`config.mk`:
```
export PLATFORM = sky130hd
export DESIGN_NAME = ysyx_23060203_mem_arbiter
export DESIGN_NICKNAME = d
export VERILOG_FILES = /design/src/rtl/ysyx_23060203_mem_arbiter.sv
export SDC_FILE = /design/constraint.sdc
export NUM_CORES = 1
export LEC_CHECK = 0
export ABC_CLOCK_PERIOD_IN_PS = 2600
export CAP_MARGIN = 30
export CORE_AREA = 2 2 154 156
export DETAILED_ROUTE_END_ITERATION = 7
export DIE_AREA = 0 0 156 158
export PLACE_DENSITY_LB_ADDON = 0.05
export SLEW_MARGIN = 20
export SYNTH_ARGS = -nofsm -noshare
export SYNTH_HDL_FRONTEND = slang
export SYNTH_SLANG_ARGS = --single-unit
```
`constraint.sdc`:
```
create_clock -name clock -period 2.6 [get_ports clock]
set_input_delay 0.39 -clock clock [delete_from_list [all_inputs] [get_ports clock]]
set_output_delay 0.39 -clock clock [all_outputs]
set_load 0.01 [all_outputs]
```
`src/rtl/ysyx_23060203_mem_arbiter.sv`:
```
// Core-side AXI arbiter: serialises ICache burst refills and LSU single-beat
// reads/writes onto one master port, with one transaction in flight at a time.
module ysyx_23060203_mem_arbiter (
  input  logic        clock,
  input  logic        reset,
  // ICache refill read
  input  logic        ifu_ar_valid,
  input  logic [31:0] ifu_ar_addr,
  input  logic [7:0]  ifu_ar_len,
  input  logic [2:0]  ifu_ar_size,
  output logic        ifu_ar_ready,
  output logic        ifu_r_valid,
  output logic [31:0] ifu_r_data,
  output logic [1:0]  ifu_r_resp,
  output logic        ifu_r_last,
  input  logic        ifu_r_ready,
  // LSU read
  input  logic        lsu_ar_valid,
  input  logic [31:0] lsu_ar_addr,
  input  logic [2:0]  lsu_ar_size,
  output logic        lsu_ar_ready,
  output logic        lsu_r_valid,
  output logic [31:0] lsu_r_data,
  output logic [1:0]  lsu_r_resp,
  input  logic        lsu_r_ready,
  // LSU write
  input  logic        lsu_aw_valid,
  input  logic [31:0] lsu_aw_addr,
  input  logic [2:0]  lsu_aw_size,
  input  logic        lsu_w_valid,
  input  logic [31:0] lsu_w_data,
  input  logic [3:0]  lsu_w_strb,
  output logic        lsu_aw_ready,
  output logic        lsu_w_ready,
  output logic        lsu_b_valid,
  output logic [1:0]  lsu_b_resp,
  input  logic        lsu_b_ready,
  // Slave side
  output logic        mem_ar_valid,
  output logic [31:0] mem_ar_addr,
  output logic [7:0]  mem_ar_len,
  output logic [2:0]  mem_ar_size,
  output logic [1:0]  mem_ar_burst,
  input  logic        mem_ar_ready,
  input  logic        mem_r_valid,
  input  logic [31:0] mem_r_data,
  input  logic [1:0]  mem_r_resp,
  input  logic        mem_r_last,
  output logic        mem_r_ready,
  output logic        mem_aw_valid,
  output logic [31:0] mem_aw_addr,
  output logic [2:0]  mem_aw_size,
  output logic        mem_w_valid,
  output logic [31:0] mem_w_data,
  output logic [3:0]  mem_w_strb,
  output logic        mem_w_last,
  input  logic        mem_aw_ready,
  input  logic        mem_w_ready,
  input  logic        mem_b_valid,
  input  logic [1:0]  mem_b_resp,
  output logic        mem_b_ready
);

  typedef enum logic [2:0] {
    S_IDLE,
    S_RADDR,
    S_RDATA,
    S_WREQ,
    S_WRESP
  } state_e;

  state_e      state_q, state_d;
  logic        owner_ifu_q, owner_ifu_d;
  logic        last_ifu_q, last_ifu_d;
  logic        rd_seen_q, rd_seen_d;
  logic [31:0] addr_q, addr_d;
  logic [7:0]  len_q, len_d;
  logic [2:0]  size_q, size_d;
  logic [31:0] wdata_q, wdata_d;
  logic [3:0]  wstrb_q, wstrb_d;
  logic        aw_pend_q, aw_pend_d;
  logic        w_pend_q, w_pend_d;
  logic        pick_ifu;

  // Round-robin tie-break: IFU wins a tie only when the previous read went to
  // the LSU; before any read has completed the LSU wins.
  always_comb begin
    pick_ifu = ifu_ar_valid && (!lsu_ar_valid || (rd_seen_q && !last_ifu_q));
  end

  // Next-state, request latching and grant readies
  always_comb begin
    state_d      = state_q;
    owner_ifu_d  = owner_ifu_q;
    last_ifu_d   = last_ifu_q;
    rd_seen_d    = rd_seen_q;
    addr_d       = addr_q;
    len_d        = len_q;
    size_d       = size_q;
    wdata_d      = wdata_q;
    wstrb_d      = wstrb_q;
    aw_pend_d    = aw_pend_q;
    w_pend_d     = w_pend_q;
    ifu_ar_ready = 1'b0;
    lsu_ar_ready = 1'b0;
    lsu_aw_ready = 1'b0;
    lsu_w_ready  = 1'b0;
    case (state_q)
      S_IDLE: begin
        if (!reset) begin
          if (lsu_aw_valid && lsu_w_valid) begin
            lsu_aw_ready = 1'b1;
            lsu_w_ready  = 1'b1;
            addr_d       = lsu_aw_addr;
            size_d       = lsu_aw_size;
            wdata_d      = lsu_w_data;
            wstrb_d      = lsu_w_strb;
            aw_pend_d    = 1'b1;
            w_pend_d     = 1'b1;
            state_d      = S_WREQ;
          end else if (ifu_ar_valid || lsu_ar_valid) begin
            owner_ifu_d = pick_ifu;
            state_d     = S_RADDR;
            if (pick_ifu) begin
              ifu_ar_ready = 1'b1;
              addr_d       = ifu_ar_addr;
              len_d        = ifu_ar_len;
              size_d       = ifu_ar_size;
            end else begin
              lsu_ar_ready = 1'b1;
              addr_d       = lsu_ar_addr;
              len_d        = '0;
              size_d       = lsu_ar_size;
            end
          end
        end
      end
      S_RADDR: begin
        if (mem_ar_ready) state_d = S_RDATA;
      end
      S_RDATA: begin
        if (mem_r_valid && mem_r_ready && mem_r_last) begin
          state_d    = S_IDLE;
          last_ifu_d = owner_ifu_q;
          rd_seen_d  = 1'b1;
        end
      end
      S_WREQ: begin
        // Address and data channels retire independently, in either order.
        aw_pend_d = aw_pend_q && !mem_aw_ready;
        w_pend_d  = w_pend_q && !mem_w_ready;
        if (!aw_pend_d && !w_pend_d) state_d = S_WRESP;
      end
      S_WRESP: begin
        if (mem_b_valid && lsu_b_ready) state_d = S_IDLE;
      end
      default: state_d = S_IDLE;
    endcase
  end

  // State and request registers
  always_ff @(posedge clock) begin
    if (reset) begin
      state_q     <= S_IDLE;
      owner_ifu_q <= 1'b0;
      last_ifu_q  <= 1'b0;
      rd_seen_q   <= 1'b0;
      addr_q      <= '0;
      len_q       <= '0;
      size_q      <= '0;
      wdata_q     <= '0;
      wstrb_q     <= '0;
      aw_pend_q   <= 1'b0;
      w_pend_q    <= 1'b0;
    end else begin
      state_q     <= state_d;
      owner_ifu_q <= owner_ifu_d;
      last_ifu_q  <= last_ifu_d;
      rd_seen_q   <= rd_seen_d;
      addr_q      <= addr_d;
      len_q       <= len_d;
      size_q      <= size_d;
      wdata_q     <= wdata_d;
      wstrb_q     <= wstrb_d;
      aw_pend_q   <= aw_pend_d;
      w_pend_q    <= w_pend_d;
    end
  end

  // Slave request channels driven from latched fields
  always_comb begin
    mem_ar_valid = (state_q == S_RADDR);
    mem_ar_addr  = addr_q;
    mem_ar_len   = len_q;
    mem_ar_size  = size_q;
    mem_ar_burst = 2'b01;
    mem_aw_valid = (state_q == S_WREQ) && aw_pend_q;
    mem_aw_addr  = addr_q;
    mem_aw_size  = size_q;
    mem_w_valid  = (state_q == S_WREQ) && w_pend_q;
    mem_w_data   = wdata_q;
    mem_w_strb   = wstrb_q;
    mem_w_last   = 1'b1;
  end

  // Response routing: slave beats pass straight through to the owner
  always_comb begin
    ifu_r_valid = (state_q == S_RDATA) && owner_ifu_q && mem_r_valid;
    ifu_r_data  = mem_r_data;
    ifu_r_resp  = mem_r_resp;
    ifu_r_last  = mem_r_last;
    lsu_r_valid = (state_q == S_RDATA) && !owner_ifu_q && mem_r_valid;
    lsu_r_data  = mem_r_data;
    lsu_r_resp  = mem_r_resp;
    mem_r_ready = (state_q == S_RDATA) && (owner_ifu_q ? ifu_r_ready : lsu_r_ready);
    lsu_b_valid = (state_q == S_WRESP) && mem_b_valid;
    lsu_b_resp  = mem_b_resp;
    mem_b_ready = (state_q == S_WRESP) && lsu_b_ready;
  end

endmodule
```
Word level (Yosys, flattened, before mapping)
Cells that the tools add are included.
- memories kept: 0
- output and inout port bits: 200
- bits in writable memories: 0
- ROM bits: 0
- flip-flop bits (word level): 87
- word-level logic and storage cells: 89
- bits of input ports: 200
- bits in latches: 0
- muxes and demuxes: 31
- bitwise operators: 1
- shifts and indexed selects: 0
- multipliers: 0
- magnitude comparators: 0
- equality and inequality tests: 10
- reductions and logical operators: 36
- divide/modulo/power cells: 0
- add/subtract/negate cells: 0
- operator list (operator ; count):
    32-bit two-way mux ; 3
    3-bit two-way mux ; 9
    1-bit logical AND ; 18
    1-bit two-way mux ; 15
    3-bit one-hot mux with 5 select lines ; 1
    8-bit two-way mux ; 1
    2-bit inequality test (second input constant) ; 4
    2-bit AND reduction ; 4
    1-bit zero test ; 7
    3-bit by 2-bit equality test with 1-bit output (second input constant) ; 2
    5-bit AND reduction ; 1
    1-bit one-hot mux with 2 select lines ; 2
    2-bit nonzero test ; 2
    3-bit by 1-bit equality test with 1-bit output (second input constant) ; 1
    3-bit equality test (second input constant) ; 1
    3-bit zero test ; 1
    3-bit inequality test (second input constant) ; 1
    3-bit AND reduction ; 1
    1-bit logical OR ; 2
    2-bit by 1-bit inequality test with 1-bit output (second input constant) ; 1
    1-bit NOT ; 1

Logic depth before layout (Yosys ltp)
- word-level depth: 9
- gate-level depth with buffers: 7
- gate-level depth less buffers: 4

Worst setup path after synthesis
Ideal clock, no wire load.
- path kind: input port to output port
- start: input port lsu_aw_valid
- end: output port lsu_ar_ready
- required time: 2210 ps
- buffers on the path: 2
- arrival time: 1625 ps
- stages on the path: 5
- setup slack: 585 ps
- cell sequence: a2111o_1 -> or3_1 -> buf_6 -> buf_6 -> nor2_1
- longest elaborated chain between the ends: 4
- ends and longest elaborated chain (what ; line ; source):
    start: declaration ; 27 ; input logic lsu_aw_valid,
    1-bit logical AND ; 111 ; if (lsu_aw_valid && lsu_w_valid) begin
    1-bit two-way mux ; 111 ;
    1-bit two-way mux ; 110 ; if (!reset) begin
    1-bit two-way mux ; 108 ; case (state_q)
    end: declaration ; 21 ; output logic lsu_ar_ready,
Every way passes these cells.

Worst setup path in the final report
- start: register state_q[2]
- end: output port lsu_aw_ready
- longest elaborated chain between the ends: 2
- ends and longest elaborated chain (what ; line ; source):
    start: declaration ; 72 ; state_e state_q, state_d;
    start signal: assignment ; 176 ; state_q <= state_d;
    3-bit zero test ; 108 ;
    1-bit two-way mux ; 108 ;
    end: declaration ; 33 ; output logic lsu_aw_ready,
Every way passes these cells.

==> results <==
- The run finished with clean final reports.
- The endpoint class of the critical path is a primary output.
- For the pin with the worst max-slew slack, the measured transition is ~630 ps.
- The length in cells of the worst reg-to-reg path is 7.
- No sink is reached through more buffers than the 2 on the longest clock path.
- In this run the clock root is driven by a sky130_fd_sc_hd__clkbuf_16.
- In this design, the stage delay of the slowest critical-path cell is 530 ps.
- The synthesized netlist occupies a cell area of 4534 sq um.
- The yosys synthesis warning count is 0.
- The detailed-route wire length is between 15000 and 20000 um.
- The area growth from synthesis to layout is 60.93%.
- For this run, the detailed router's first-pass iteration total came to 4.
- In this run the horizontal extent of the chip is 156 um.
- Max-cap violations in this run came to 0.
- The share of the synthesized area in compound gates (AO/OA/AOI/OAI) is 20.20%.
- Counting the fill cells in the layout gives ~2400.
- The number of global-route vias before repair is ~4200.
- The fraction of registers with async set or reset after synthesis is 0%.
- Counting distinct cell types in the post-synthesis netlist gives 37.
- The most used flip-flop cell after synthesis is sky130_fd_sc_hd__dfxtp_1.
- In the routed layout, each cell is associated on average with a via count of 4.204.
- The number of cells in the finished layout apart from fillers is 986.
- The starting DRC count in detailed routing is 136.
- The number of clock sinks is 87.
- The fraction of synthesized cell area taken by the top area cell type is 38.41%.
- The signal on the critical path passes through buf_4, or3_4, nor3_4, buf_12, clkdlybuf4s50_1.
- The first global-routing pass estimated 25050 um of wire.
- The worst hold path terminates at rd_seen_q$_SDFFE_PP0P_.
- Tracing the worst setup path back leads to its startpoint at state_q[2]$_SDFFE_PP0P_.
- By area the synthesized netlist is led by sky130_fd_sc_hd__dfxtp_1 38%, sky130_fd_sc_hd__buf_4 18%, sky130_fd_sc_hd__mux2i_1 8.2%.
- In the final layout, the share of cells above drive strength 1 is 10.63%.
- For the finished layout, the period the worst path requires is 2484 ps.
- Detailed placement ended at an HPWL of 13010 um.
- The capturing point of the worst reg2reg path is mem_ar_addr[1]$_SDFFE_PP0P_.
- The top achievable clock speed is 402.5 MHz.
- The type of the worst setup path is reg -> out.
- Data on the critical path is required at its endpoint by 2210 ps.
- Each instance of the synthesized netlist takes up on average 8.908 sq um.
- The number of placed I/O pins is 400.
- For this run, design rule violations remaining after detail routing come to 0.
- The power per cell area is 566.1 nW/um^2.
- After clock tree synthesis, the clock-pin slew on the worst setup and hold paths is around 70 ps.
- The critical-path maximum fanout is 6.
- The synthesized-area fraction occupied by xor and xnor cells is 0%.
- The total of flip-flops plus latches after synthesis is 87.
- Setup violations remaining at the end of the flow were counted as 0.
- The total via count after detailed routing is 4145.
- The startpoint identified for the worst register-to-register timing path is state_q[2]$_SDFFE_PP0P_.
- The initial antenna violation count is 0.
- The diode insertion count for antenna repair is 0.
- The number of nets in the finished design is ~890.
- The weighted congestion reported at the end of routability-driven placement is 0.7573.
- In this run, synthesis inferred 0 flip-flops with an integrated enable.
- The post-synthesis adder-cell area fraction is 0%.
- The setup skew after layout is 8.640 ps.
- The count of final hold-check violations is 0.
- Yosys instantiated no cell more often than sky130_fd_sc_hd__buf_4.
- Of the total synthesized cell area, the portion taken by AND, OR, NAND and NOR gates is 10.82%.
- In this run the most critical hold path is launched from reset.
- The relative slew slack is between 50% and 60%.
- In this run the vertical extent of the chip is ~160 um.
- The effective utilization at floorplan is 19.67%.
- The cell at the slowest stage of the critical path is sky130_fd_sc_hd__clkdlybuf4s50_1.
- The total global routing track utilization is approximately 13%.
- The worst path buffer plus inverter count is 3.
- The post-synthesis mux area share is 8.168%.
- The synthesized design spends more area on one cell type than any other, namely sky130_fd_sc_hd__dfxtp_1.
- TritonCTS built the clock tree.
- By count the netlist is led by 110 x sky130_fd_sc_hd__buf_4, 87 x sky130_fd_sc_hd__dfxtp_1, 78 x sky130_fd_sc_hd__nand2_1.
- Synthesis handed over a netlist of 509 instances.
- Counting tap cells, the placed design contains a total of 970 instances.
- The region available for standard cell placement spans 23050 sq um.
- The path class of the tightest hold or removal check is in -> reg.
- The number of max-slew violations in the final report came to 0.
- STA puts the critical path data arrival time at 2090 ps.
- The number of nets with antenna violations after routing is 0.
- The average wire length per cell after detail routing is 17.28 um.
- Summed over all cells, the static leakage comes to approximately 2.6 nW.
- Setup slack on the worst reg-to-reg path comes out at 670 ps.
- The worst hold path passes through 2 cells.
- The family of cells with the greatest summed delay on the critical path is buffers and inverters.
- Clock tree synthesis inserted a total of 9 buffers.
- The critical path startpoint category is a register.
- The number of cell rows is 56.
- Sequential elements use a little under 40% of the synthesized area.
- The floorplan step defined a die boundary enclosing 24650 sq um.
- After synthesis, the largest family of logic cells by area is buffers and inverters.
- Setup repair after global routing left no endpoint under its margin.
- Input and output buffers added on the ports amount to 290.
- The final worst hold slack is 366.0 ps.
- The worst ir drop on vdd is 0.2837 mV.
- The later pin in the worst-skew pair is clocked with a latency of 350 ps.
- The share of the cycle needed by the critical path after routing is 95.55%.
- The total congestion overflow after global routing is 0.
- The pin count of the biggest net entering global routing is 43.
- The number of H-tree levels is 3.
[cell families (layout without fill, tap and decap cells)]
kind of cell | after synthesis | count (layout)
AND/OR/NAND/NOR | 109 | 109
flip-flops | 87 | 87
other | 2 | 3
AO/OA/AOI/OAI | 131 | 131
buffers and inverters | 143 | 329
multiplexers | 37 | 37
[repair_timing]
| item | 4_1_cts | 5_1_grt |
|---|---|---|
| gates cloned | 0 | 0 |
| hold buffers | 0 | 0 |
| resized for setup | 4 | 2 |
| buffers inserted | 0 | 0 |
| setup endpoints to repair | 2 | 3 |
| pin swaps | 0 | 1 |
[layer usage]
| metal | wire (um) | part of all wire [%] | GRT usage [%] | vias to the layer above |
|---|---|---|---|---|
| met5 | 0 | 0 | 0 | - |
| li1 | - | - | - | 2007 |
| met2 | 8493 | 50 | 23.79 | 209 |
| met1 | 6698 | 39 | 14.89 | 1905 |
| met3 | 1614 | 9.5 | 5.174 | 24 |
| met4 | 233 | 1.4 | 4.412 | 0 |
[flip-flops by register name (all words and copies together) (netlist names)]
| register | flops |
|---|---|
| owner_ifu_q | 1 |
| rd_seen_q | 1 |
| aw_pend_q | 1 |
| mem_ar_len | 8 |
| mem_w_data | 32 |
| mem_ar_size | 3 |
| mem_w_strb | 4 |
| state_q | 3 |
| last_ifu_q | 1 |
| mem_ar_addr | 32 |
| w_pend_q | 1 |
[placed cells by master, fill, tap and decap left out, types with 2 or more instances in the layout]
cell	netlist	layout
sky130_fd_sc_hd__conb_1	2	3
sky130_fd_sc_hd__clkbuf_16	0	9
sky130_fd_sc_hd__a21oi_1	42	42
sky130_fd_sc_hd__and2_1	5	5
sky130_fd_sc_hd__dfxtp_1	87	87
sky130_fd_sc_hd__a22oi_1	36	36
sky130_fd_sc_hd__nand2_1	78	78
sky130_fd_sc_hd__a22o_1	8	8
sky130_fd_sc_hd__inv_6	0	2
sky130_fd_sc_hd__o21ai_2	29	29
sky130_fd_sc_hd__buf_12	0	2
sky130_fd_sc_hd__nor3b_1	2	2
sky130_fd_sc_hd__inv_8	0	2
sky130_fd_sc_hd__buf_2	17	2
sky130_fd_sc_hd__inv_1	3	3
sky130_fd_sc_hd__buf_4	110	18
sky130_fd_sc_hd__a2111oi_0	2	2
sky130_fd_sc_hd__nor2_1	13	12
sky130_fd_sc_hd__clkdlybuf4s50_1	0	287
sky130_fd_sc_hd__mux2i_1	37	37
sky130_fd_sc_hd__o21ai_1	6	6
[stage by stage]
stage | setup TNS (ps) | area (sq um) | utilization, % | total power, W | worst slack (ps)
floorplan | 0 | 4538 | - | 0.002231 | 584.7
global placement | -360.2 | 6992 | 30.33 | 0.002788 | -360.2
detailed placement | -339.2 | 6992 | 30.33 | 0.002791 | -339.2
CTS | 0 | 7303 | 31.68 | 0.004227 | 17.58
global route | 0 | 7297 | 31.65 | 0.004368 | 10.28
finish | 0 | 7297 | 31.65 | 0.004131 | 115.7
[report_power, final]
group,internal [W],switching (W)
logic,0.000703,0.000479
clock network,0.000769,0.000624
registers,0.00146,0.0000991
total,0.00293,0.00120
[layout make-up]
cell class	count	area, sq um	share of cell area, %
flip-flops and latches	87	1742	23.87
clock inverters	7	86.33	1.183
repair buffers	310	3067	42.03
inverters	3	11.26	0.1543
clock buffers	9	225.2	3.086
well taps	290	362.8	4.973
multi-input cells	280	1803	24.71
[worst max path at each step]
stage | cells after the start | slack (ps) | to
6_report | 5 | 120 | lsu_aw_ready
3_3_place_gp | 5 | -360 | lsu_ar_ready
5_1_grt | 5 | 10 | lsu_aw_ready
3_5_place_dp | 5 | -340 | lsu_ar_ready
2_1_floorplan | 5 | 580 | lsu_ar_ready
4_1_cts | 5 | 20 | lsu_ar_ready
Note: power is estimated with default switching activity, not from simulation.
